$ cat src/rtl/hazard_ctrl.sv
// -----------------------------------------------------------------------------
// hazard_ctrl
//
// Sequencing controller for a 5-stage (IF/ID/EX/MEM/WB) pipeline.
// It tracks the destinations of the instructions in EX, MEM and WB in a
// 3-slot scoreboard. From that it decides whether the instruction in ID may
// issue, and it drives the pipeline-register controls. It also sequences the
// drain that follows a HALT.
//
// Parameters
//   FWD      : 1 = forwarding network present, stall only on load-use
//              0 = no forwarding, stall on any RAW hit in EX or MEM
//   REG_BITS : register specifier width
//
// Ports
//   clk          in   system clock
//   rst          in   asynchronous reset, active low
//   id_valid     in   ID holds a valid instruction
//   id_rs/id_rt  in   source register specifiers
//   id_rs_used   in   instruction reads id_rs
//   id_rt_used   in   instruction reads id_rt
//   id_rd        in   destination register (after the RegDst mux)
//   id_regwrite  in   decoded RegWrite
//   id_memtoreg  in   decoded MemToReg (the instruction is a load)
//   id_halt      in   decoded HaltPC
//   ex_redirect  in   branch taken or jump resolved in EX
//   mem_stall    in   data memory busy
//   stall_f      out  hold the PC and IF/ID
//   bubble_id    out  load a NOP into ID/EX
//   flush_f      out  squash IF/ID
//   freeze_all   out  hold every pipeline register
//   halted       out  pipeline drained after a HALT
// -----------------------------------------------------------------------------
module hazard_ctrl #(
  parameter int FWD      = 1,
  parameter int REG_BITS = 3
) (
  input  logic                clk,
  input  logic                rst,
  input  logic                id_valid,
  input  logic [REG_BITS-1:0] id_rs,
  input  logic [REG_BITS-1:0] id_rt,
  input  logic                id_rs_used,
  input  logic                id_rt_used,
  input  logic [REG_BITS-1:0] id_rd,
  input  logic                id_regwrite,
  input  logic                id_memtoreg,
  input  logic                id_halt,
  input  logic                ex_redirect,
  input  logic                mem_stall,
  output logic                stall_f,
  output logic                bubble_id,
  output logic                flush_f,
  output logic                freeze_all,
  output logic                halted
);

  typedef enum logic [1:0] {
    ST_RUN    = 2'd0,
    ST_DRAIN  = 2'd1,
    ST_HALTED = 2'd2
  } state_t;

  localparam int SLOTS = 3;  // index 0 = EX, 1 = MEM, 2 = WB

  // Scoreboard storage
  logic [SLOTS-1:0]    r_sb_v;
  logic [SLOTS-1:0]    r_sb_wr;
  logic [SLOTS-1:0]    r_sb_ld;
  logic [REG_BITS-1:0] r_sb_rd [0:SLOTS-1];

  // Halt sequencing
  state_t     r_state;
  state_t     w_state_next;
  logic [1:0] r_drain_cnt;
  logic [1:0] w_drain_cnt_next;

  // Hazard detection and control
  logic [SLOTS-1:0] w_hit;
  logic             w_raw;
  logic             w_issue;
  logic             w_stall;
  logic             w_bubble;
  logic             w_flush;
  logic             w_freeze;

  // ---------------------------------------------------------------------------
  // Per-slot match between the ID sources and the in-flight destination.
  // ---------------------------------------------------------------------------
  genvar gi;
  generate
    for (gi = 0; gi < SLOTS; gi++) begin : g_hit
      assign w_hit[gi] = r_sb_v[gi] & r_sb_wr[gi] &
                         ((id_rs_used & (id_rs == r_sb_rd[gi])) |
                          (id_rt_used & (id_rt == r_sb_rd[gi])));
    end
  endgenerate

  // WB never causes a stall. The register file writes before it reads, so a
  // value in WB is already visible to ID.
  generate
    if (FWD != 0) begin : g_raw_fwd
      assign w_raw = id_valid & w_hit[0] & r_sb_ld[0];
    end else begin : g_raw_nofwd
      assign w_raw = id_valid & (w_hit[0] | w_hit[1]);
    end
  endgenerate

  // ---------------------------------------------------------------------------
  // Control outputs, in priority order.
  // A memory stall freezes everything, so no other action may take effect in
  // that cycle. A redirect beats the RAW stall because the dependent
  // instruction is being squashed anyway.
  // ---------------------------------------------------------------------------
  always_comb begin
    w_stall  = 1'b0;
    w_bubble = 1'b0;
    w_flush  = 1'b0;
    w_freeze = 1'b0;
    if (mem_stall) begin
      w_freeze = 1'b1;
    end else if (ex_redirect) begin
      w_flush  = 1'b1;
      w_bubble = 1'b1;
    end else if (r_state != ST_RUN) begin
      w_stall  = 1'b1;
      w_bubble = 1'b1;
    end else if (w_raw) begin
      w_stall  = 1'b1;
      w_bubble = 1'b1;
    end
  end

  assign w_issue = id_valid & ~w_stall & ~w_flush & ~mem_stall &
                   (r_state == ST_RUN);

  // The outputs are forced low while reset is held, even though mem_stall or
  // ex_redirect may be asserted by logic that is not in reset.
  assign stall_f    = rst & w_stall;
  assign bubble_id  = rst & w_bubble;
  assign flush_f    = rst & w_flush;
  assign freeze_all = rst & w_freeze;
  assign halted     = rst & (r_state == ST_HALTED);

  // ---------------------------------------------------------------------------
  // Scoreboard shift. Every slot holds while memory is busy. EX takes the
  // issued instruction, or an empty slot when nothing issued (a bubble or a
  // squash). A HALT enters as a non-writing NOP.
  // ---------------------------------------------------------------------------
  always_ff @(posedge clk or negedge rst) begin
    if (!rst) begin
      r_sb_v  <= '0;
      r_sb_wr <= '0;
      r_sb_ld <= '0;
      for (int i = 0; i < SLOTS; i++) begin
        r_sb_rd[i] <= '0;
      end
    end else if (!mem_stall) begin
      for (int i = SLOTS - 1; i > 0; i--) begin
        r_sb_v[i]  <= r_sb_v[i-1];
        r_sb_wr[i] <= r_sb_wr[i-1];
        r_sb_ld[i] <= r_sb_ld[i-1];
        r_sb_rd[i] <= r_sb_rd[i-1];
      end
      r_sb_v[0]  <= w_issue;
      r_sb_wr[0] <= id_regwrite & ~id_halt;
      r_sb_ld[0] <= id_memtoreg & ~id_halt;
      r_sb_rd[0] <= id_rd;
    end
  end

  // ---------------------------------------------------------------------------
  // Halt FSM. The drain counter covers the HALT moving from EX to MEM to WB
  // and then retiring. Only cycles in which memory is not busy count.
  // ---------------------------------------------------------------------------
  always_ff @(posedge clk or negedge rst) begin
    if (!rst) begin
      r_state     <= ST_RUN;
      r_drain_cnt <= 2'd0;
    end else begin
      r_state     <= w_state_next;
      r_drain_cnt <= w_drain_cnt_next;
    end
  end

  always_comb begin
    w_state_next     = r_state;
    w_drain_cnt_next = r_drain_cnt;
    case (r_state)
      ST_RUN: begin
        // A HALT squashed by an older redirect has w_issue=0 and never drains.
        if (w_issue && id_halt) begin
          w_state_next     = ST_DRAIN;
          w_drain_cnt_next = 2'd3;
        end
      end
      ST_DRAIN: begin
        if (!mem_stall) begin
          if (r_drain_cnt == 2'd0) begin
            w_state_next = ST_HALTED;
          end else begin
            w_drain_cnt_next = r_drain_cnt - 2'd1;
          end
        end
      end
      ST_HALTED: begin
        // Only reset leaves this state.
        w_state_next = ST_HALTED;
      end
      default: begin
        w_state_next     = ST_RUN;
        w_drain_cnt_next = 2'd0;
      end
    endcase
  end

endmodule

$ cat config.mk
export PLATFORM = sky130hd
export DESIGN_NAME = hazard_ctrl
export DESIGN_NICKNAME = d
export VERILOG_FILES = /design/src/rtl/hazard_ctrl.sv
export SDC_FILE = /design/constraint.sdc
export NUM_CORES = 1
export LEC_CHECK = 0
export CAP_MARGIN = 5
export CORE_UTILIZATION = 47
export DETAILED_ROUTE_END_ITERATION = 8
export MAX_ROUTING_LAYER = met4
export PLACE_DENSITY = 0.83
export REMOVE_ABC_BUFFERS = 1
export SLEW_MARGIN = 20
export SYNTH_ARGS = -nofsm -noshare
export SYNTH_HDL_FRONTEND = slang
export SYNTH_SLANG_ARGS = --single-unit
$ cat constraint.sdc
create_clock -name clk -period 3.7 [get_ports clk]
set_input_delay 0.555 -clock clk [delete_from_list [all_inputs] [get_ports clk]]
set_output_delay 0.555 -clock clk [all_outputs]
set_load 0.03 [all_outputs]
Word level (Yosys, flattened, before mapping)
Index checks and enable logic that the tools add are counted.
- flip-flop bits (word level): 10
- output and inout bits: 5
- add/subtract/negate cells: 1
- equality and inequality tests: 8
- multiplexer cells: 17
- bitwise operators: 23
- reductions and logical operators: 6
- operator list (kind ; count):
    $and A1 B1 Y1 ; 17
    $mux W2 ; 6
    $pmux W2 S3 ; 2
    $mux W1 ; 9
    $eq A3 B3 Y1 ; 2
    $ne A2 B2 Y1 const B ; 3
    $not A1 Y1 ; 5
    $logic_not A2 Y1 ; 2
    $reduce_and A4 Y1 ; 1
    $reduce_and A3 Y1 ; 1
    $eq A2 B1 Y1 const B ; 1
    $eq A2 B2 Y1 const B ; 1
    $ne A2 B1 Y1 const B ; 1
    $reduce_bool A2 Y1 ; 1
    $sub A2 B1 Y2 const B ; 1
    $logic_and A1 B1 Y1 ; 1
    $or A1 B1 Y1 ; 1

Longest topological paths before layout
- depth after elaboration: 18
- gate-level depth with buffers: 6
- depth with buffers taken out: 6

Least setup slack after synthesis
Ideal clock, no wire load.
- path kind: in2out
- start point: input id_rs[0]
- end point: output bubble_id
- data arrival time: 1500 ps
- data required time: 3145 ps
- path slack: 1645 ps
- stages on the path: 4
- buffers on the path: 0
- path through: xnor2_1 and4_1 o21ba_2 o311a_1
- longest elaborated chain between the ends: 11
- RTL lines (element ; RTL line ; text):
    from (decl) ; 41 ; input logic [REG_BITS-1:0] id_rs,
    $eq A3 B3 Y1 ; 94 ; ((id_rs_used & (id_rs == r_sb_rd[gi])) |
    $and A1 B1 Y1 ; 94 ;
    $or A1 B1 Y1 ; 94 ;
    $and A1 B1 Y1 ; 93 ; assign w_hit[gi] = r_sb_v[gi] & r_sb_wr[gi] &
    $and A1 B1 Y1 (2 in series) ; 103 ; assign w_raw = id_valid & w_hit[0] & r_sb_ld[0];
    $mux W1 ; 128 ; end else if (w_raw) begin
    $mux W1 ; 125 ; end else if (r_state != ST_RUN) begin
    $mux W1 ; 122 ; end else if (ex_redirect) begin
    $mux W1 ; 120 ; if (mem_stall) begin
    $and A1 B1 Y1 ; 140 ; assign bubble_id = rst & w_bubble;
    to (decl) ; 52 ; output logic bubble_id,
Every way passes these cells.

Final worst setup path
- start point: input id_rt[2]
- end point: output stall_f
- longest elaborated chain between the ends: 11
- RTL lines (element ; RTL line ; text):
    from (decl) ; 42 ; input logic [REG_BITS-1:0] id_rt,
    $eq A3 B3 Y1 ; 95 ; (id_rt_used & (id_rt == r_sb_rd[gi])));
    $and A1 B1 Y1 ; 95 ;
    $or A1 B1 Y1 ; 94 ;
    $and A1 B1 Y1 ; 93 ;
    $and A1 B1 Y1 (2 in series) ; 103 ;
    $mux W1 ; 128 ;
    $mux W1 ; 125 ;
    $mux W1 ; 122 ;
    $mux W1 ; 120 ;
    $and A1 B1 Y1 ; 139 ; assign stall_f = rst & w_stall;
    to (decl) ; 51 ; output logic stall_f,
Every way passes these cells.

==> report_table.html <==
<table>
<tr><th>Metric</th><th>Value</th></tr>
<tr><th colspan="2">Outcome</th></tr>
<tr><td>Outcome</td><td>finished, final reports clean</td></tr>
<tr><th colspan="2">Die</th></tr>
<tr><td>Boundary Pins</td><td>24</td></tr>
<tr><td>Width of the die</td><td>40.3 um</td></tr>
<tr><td>Initial cell density of the core</td><td>between 50% and 60%</td></tr>
<tr><td>Number of rows created at floorplan</td><td>13</td></tr>
<tr><td>Placeable core area</td><td>about 0.0013 mm^2</td></tr>
<tr><td>Die area</td><td>0.00163 mm^2</td></tr>
<tr><td>Floorplan die height</td><td>40.3 um</td></tr>
<tr><th colspan="2">Placement</th></tr>
<tr><td>Dpl cell area</td><td>936 um^2</td></tr>
<tr><td>Port Buffer Count</td><td>23</td></tr>
<tr><td>Post-placement setup slack</td><td>0.678 ns</td></tr>
<tr><td>Placed wire-length estimate after detailed placement</td><td>1.17 mm</td></tr>
<tr><td>Total placed cells including tap cells</td><td>106</td></tr>
<tr><td>Final GP Congestion</td><td>0.752</td></tr>
<tr><th colspan="2">Route</th></tr>
<tr><td>Number of DRC markers in iteration 0</td><td>10</td></tr>
<tr><td>Via count</td><td>between 600 and 700</td></tr>
<tr><td>Per-cell routed wire length</td><td>13.8 um</td></tr>
<tr><td>Post-detailed-route DRC marker count</td><td>0</td></tr>
<tr><td>Total length of routed wires</td><td>1.52 mm</td></tr>
<tr><td>Number of detailed-routing iterations run before antenna repair</td><td>4</td></tr>
<tr><td>Routed via count divided by cell count</td><td>5.75</td></tr>
<tr><td>Number of routed nets with antenna violations</td><td>0</td></tr>
<tr><th colspan="2">Critical path</th></tr>
<tr><td>Critical path type</td><td>in2out</td></tr>
<tr><td>Endpoint of the worst register-to-register path</td><td>r_state[1]$_DFFE_PN0P_</td></tr>
<tr><td>Kind of start point of the critical path</td><td>primary input</td></tr>
<tr><td>Source of the worst register-to-register timing path</td><td>r_state[0]$_DFFE_PN0P_</td></tr>
<tr><td>Setup crit end kind</td><td>output pin</td></tr>
<tr><td>Highest net fanout along the worst path</td><td>6</td></tr>
<tr><td>Number of cells on the worst reg-to-reg path</td><td>5</td></tr>
<tr><td>Required time at the worst-slack endpoint</td><td>3.14 ns</td></tr>
<tr><td>Arrival time at the worst endpoint</td><td>2.47 ns</td></tr>
<tr><td>Register-to-register setup slack</td><td>1.97 ns</td></tr>
<tr><th colspan="2">Yosys</th></tr>
<tr><td>Count of cell types in the netlist</td><td>30</td></tr>
<tr><td>Most repeated cell in the gate-level netlist after synthesis</td><td>dfrtp_1</td></tr>
<tr><td>Number of synthesized register bits</td><td>10</td></tr>
<tr><td>Async set-or-reset flop fraction in the synthesized netlist</td><td>100%</td></tr>
<tr><td>Predominant post-synthesis flop cell</td><td>dfrtp_1</td></tr>
<tr><td>Leading post-synthesis cells by cell area</td><td>dfrtp_1, xnor2_1, ha_1</td></tr>
<tr><td>Post-synth EDFFs</td><td>0</td></tr>
<tr><td>Post-synth top area cell</td><td>dfrtp_1</td></tr>
<tr><td>Count of warnings emitted by yosys</td><td>0</td></tr>
<tr><td>Commonest cells in the netlist</td><td>dfrtp_1, inv_1, nand2_1, xnor2_1, ha_1</td></tr>
<tr><td>Mapped Area</td><td>roughly 690 um^2</td></tr>
<tr><td>Avg Cell Area, Syn</td><td>10.0 um^2</td></tr>
<tr><td>Yosys top cell area share</td><td>a little over a third</td></tr>
<tr><td>Fraction of the yosys area taken by sequential cells</td><td>a little over a third</td></tr>
<tr><td>Cells after Synth</td><td>69</td></tr>
<tr><th colspan="2">Timing</th></tr>
<tr><td>Worst path setup slack after routing</td><td>0.673 ns</td></tr>
<tr><td>Max Slew Vio Count</td><td>0</td></tr>
<tr><td>Final Cycle Share</td><td>81.8%</td></tr>
<tr><td>Timing-limited maximum frequency</td><td>0.330 GHz</td></tr>
<tr><td>RSZ-0062 raised after global routing</td><td>false</td></tr>
<tr><td>Post-route clock skew</td><td>0.00581 ns</td></tr>
<tr><td>Rel. slew slack</td><td>60.1%</td></tr>
<tr><td>Shortest period the worst path allows</td><td>3.03 ns</td></tr>
<tr><td>Finish-stage setup viols</td><td>0</td></tr>
<tr><td>Accumulated negative setup slack</td><td>0 ns</td></tr>
<tr><td>Endpoints failing hold</td><td>0</td></tr>
<tr><td>Transition time at the pin with the least slew margin</td><td>~0.60 ns</td></tr>
<tr><th colspan="2">Cells and area</th></tr>
<tr><td>Final Non-Filler Cells</td><td>110</td></tr>
<tr><td>Total Nets Final</td><td>119</td></tr>
<tr><td>Antenna diode instance count</td><td>0</td></tr>
<tr><td>Final std cell area, no fill</td><td>a little under 0.001 mm^2</td></tr>
<tr><td>Layout cell share with drive strength beyond 1</td><td>between 10% and 20%</td></tr>
<tr><td>Fillers</td><td>96</td></tr>
<tr><td>Relative area change from synthesis to final layout</td><td>40.8%</td></tr>
<tr><th colspan="2">Clock tree</th></tr>
<tr><td>Skew-Pair Late Insertion Delay</td><td>~0.28 ns</td></tr>
<tr><td>Cell at the root of the clock tree</td><td>clkbuf_4</td></tr>
<tr><td>CTS H-Tree Depth</td><td>1</td></tr>
<tr><td>CTS buffer count</td><td>3</td></tr>
<tr><td>Quantity of hold-fixing buffers added after cts</td><td>0</td></tr>
<tr><td>CTS tree</td><td>built</td></tr>
<tr><td>Post-CTS Repair Setup Buffers</td><td>0</td></tr>
<tr><td>Post-CTS Resized</td><td>0</td></tr>
<tr><td>CTS max path bufs</td><td>2</td></tr>
<tr><td>Clk sink count</td><td>10</td></tr>
<tr><td>Post-CTS clock slew at the launch and capture registers of the worst setup and hold paths</td><td>0.07 ns</td></tr>
<tr><th colspan="2">Hold path</th></tr>
<tr><td>Hold worst-path end</td><td>r_sb_v[0]$_DFFE_PN0N_</td></tr>
<tr><td>Min-Delay Startpoint</td><td>r_sb_v[0]$_DFFE_PN0N_</td></tr>
<tr><td>Hold path depth</td><td>2</td></tr>
<tr><td>Min-Delay Path Class</td><td>reg2reg</td></tr>
<tr><th colspan="2">Global routing</th></tr>
<tr><td>Largest net degree at the start of global routing</td><td>16</td></tr>
<tr><td>Overall Global Routing Usage</td><td>25.5%</td></tr>
<tr><td>Layer with the highest usage</td><td>met2</td></tr>
<tr><td>Met1 capacity usage during global routing</td><td>between 20% and 30%</td></tr>
<tr><td>Total gr overflow</td><td>0</td></tr>
<tr><td>Met3 Use GR</td><td>10.6%</td></tr>
<tr><td>Via count of the first global-routing pass</td><td>597</td></tr>
<tr><td>Met2 demand-to-capacity share in global routing</td><td>a little over two fifths</td></tr>
<tr><td>Wire length of the first global-routing pass</td><td>roughly 2.6 mm</td></tr>
<tr><td>Initial antenna violation count</td><td>0</td></tr>
<tr><th colspan="2">Power</th></tr>
<tr><td>Pwr/cell area</td><td>between 400 and 500 mW/mm^2</td></tr>
<tr><td>Peak VDD IR</td><td>0.330 mV</td></tr>
<tr><td>Leakage power of the design</td><td>around 0.41 nW</td></tr>
<tr><td>Total power consumption of the routed design</td><td>0.000486 W</td></tr>
<tr><th colspan="2">Flow run</th></tr>
<tr><td># Max-Cap Violations</td><td>0</td></tr>
</table>
cell families (layout without fill, tap and decap cells):
group	Yosys count	count (layout)	share of synthesized area (%)
flops	10	10	36.2
compound gates	18	18	22.3
xor+xnor	6	6	7.61
mux	4	4	6.52
fa+ha+maj	4	4	7.25
simple gates	18	18	15.2
buf+inv	9	35	4.89
stage by stage:
step                hold slack, ns  utilization, %
floorplan                    0.259               -
global placement             0.463            70.2
detailed placement           0.493            70.2
CTS                          0.516            72.9
global route                 0.540            72.9
finish                       0.513            72.9
flip-flops by register name (all words and copies together), names as in the netlist:
| name | cells |
|---|---|
| r_sb_rd | 3 |
| r_sb_ld | 1 |
| r_sb_wr | 1 |
| r_sb_v | 1 |
| r_drain_cnt | 2 |
| r_state | 2 |
layer usage:
metal,up-vias,routed length [um]
met5,-,0
met4,0,10
met3,2,104
met2,26,777
met1,299,631
li1,306,-
how the worst max path moves through the flow:
stage              from         to  slack, ns  depth (start not counted)
2_1_floorplan  id_rs[0]  bubble_id       1.64                          4
3_3_place_gp   id_rt[0]    stall_f       0.68                          6
3_5_place_dp   id_rt[1]    stall_f       0.68                          6
4_1_cts        id_rt[0]    stall_f       0.67                          6
5_1_grt        id_rt[2]    stall_f       0.57                          6
6_report       id_rt[2]    stall_f       0.67                          6
final cells by class:
type                            count  area (um^2)  area share [%]
Timing Repair Buffer               23          230            23.7
Inverter                            8         30.0            3.09
Clock buffer                        4         36.3            3.73
Multi-Input combinational cell     50          407            41.8
Tap cell                           15         18.8            1.93
Sequential cell                    10          250            25.7
power by group:
part | internal (W) | switching (W) | total [W]
combinational | 0.000110 | 0.000119 | 0.000229
clock | 0.0000599 | 0.0000430 | 0.000103
sequential | 0.000136 | 0.0000183 | 0.000154
layout by cell type (no fill, tap or decap), types with 2 or more instances in the layout:
cell type        instances
a21oi_1                  3
clkdlybuf4s50_1         23
nand2_1                  6
o21ba_2                  2
clkbuf_4                 3
a311oi_1                 2
ha_1                     4
xnor2_1                  6
nor2_1                   2
inv_1                    8
mux2_2                   3
o21ai_0                  2
a211oi_1                 2
dfrtp_1                 10
and2_1                   2
worst max-delay path: stages:
cell             delay [ns]
clkdlybuf4s50_1        0.48
xnor2_1                0.12
and4_4                 0.25
o21ba_2                0.22
o2111a_1               0.18
clkdlybuf4s50_1        0.67
Power figures use the tool's default switching activity.
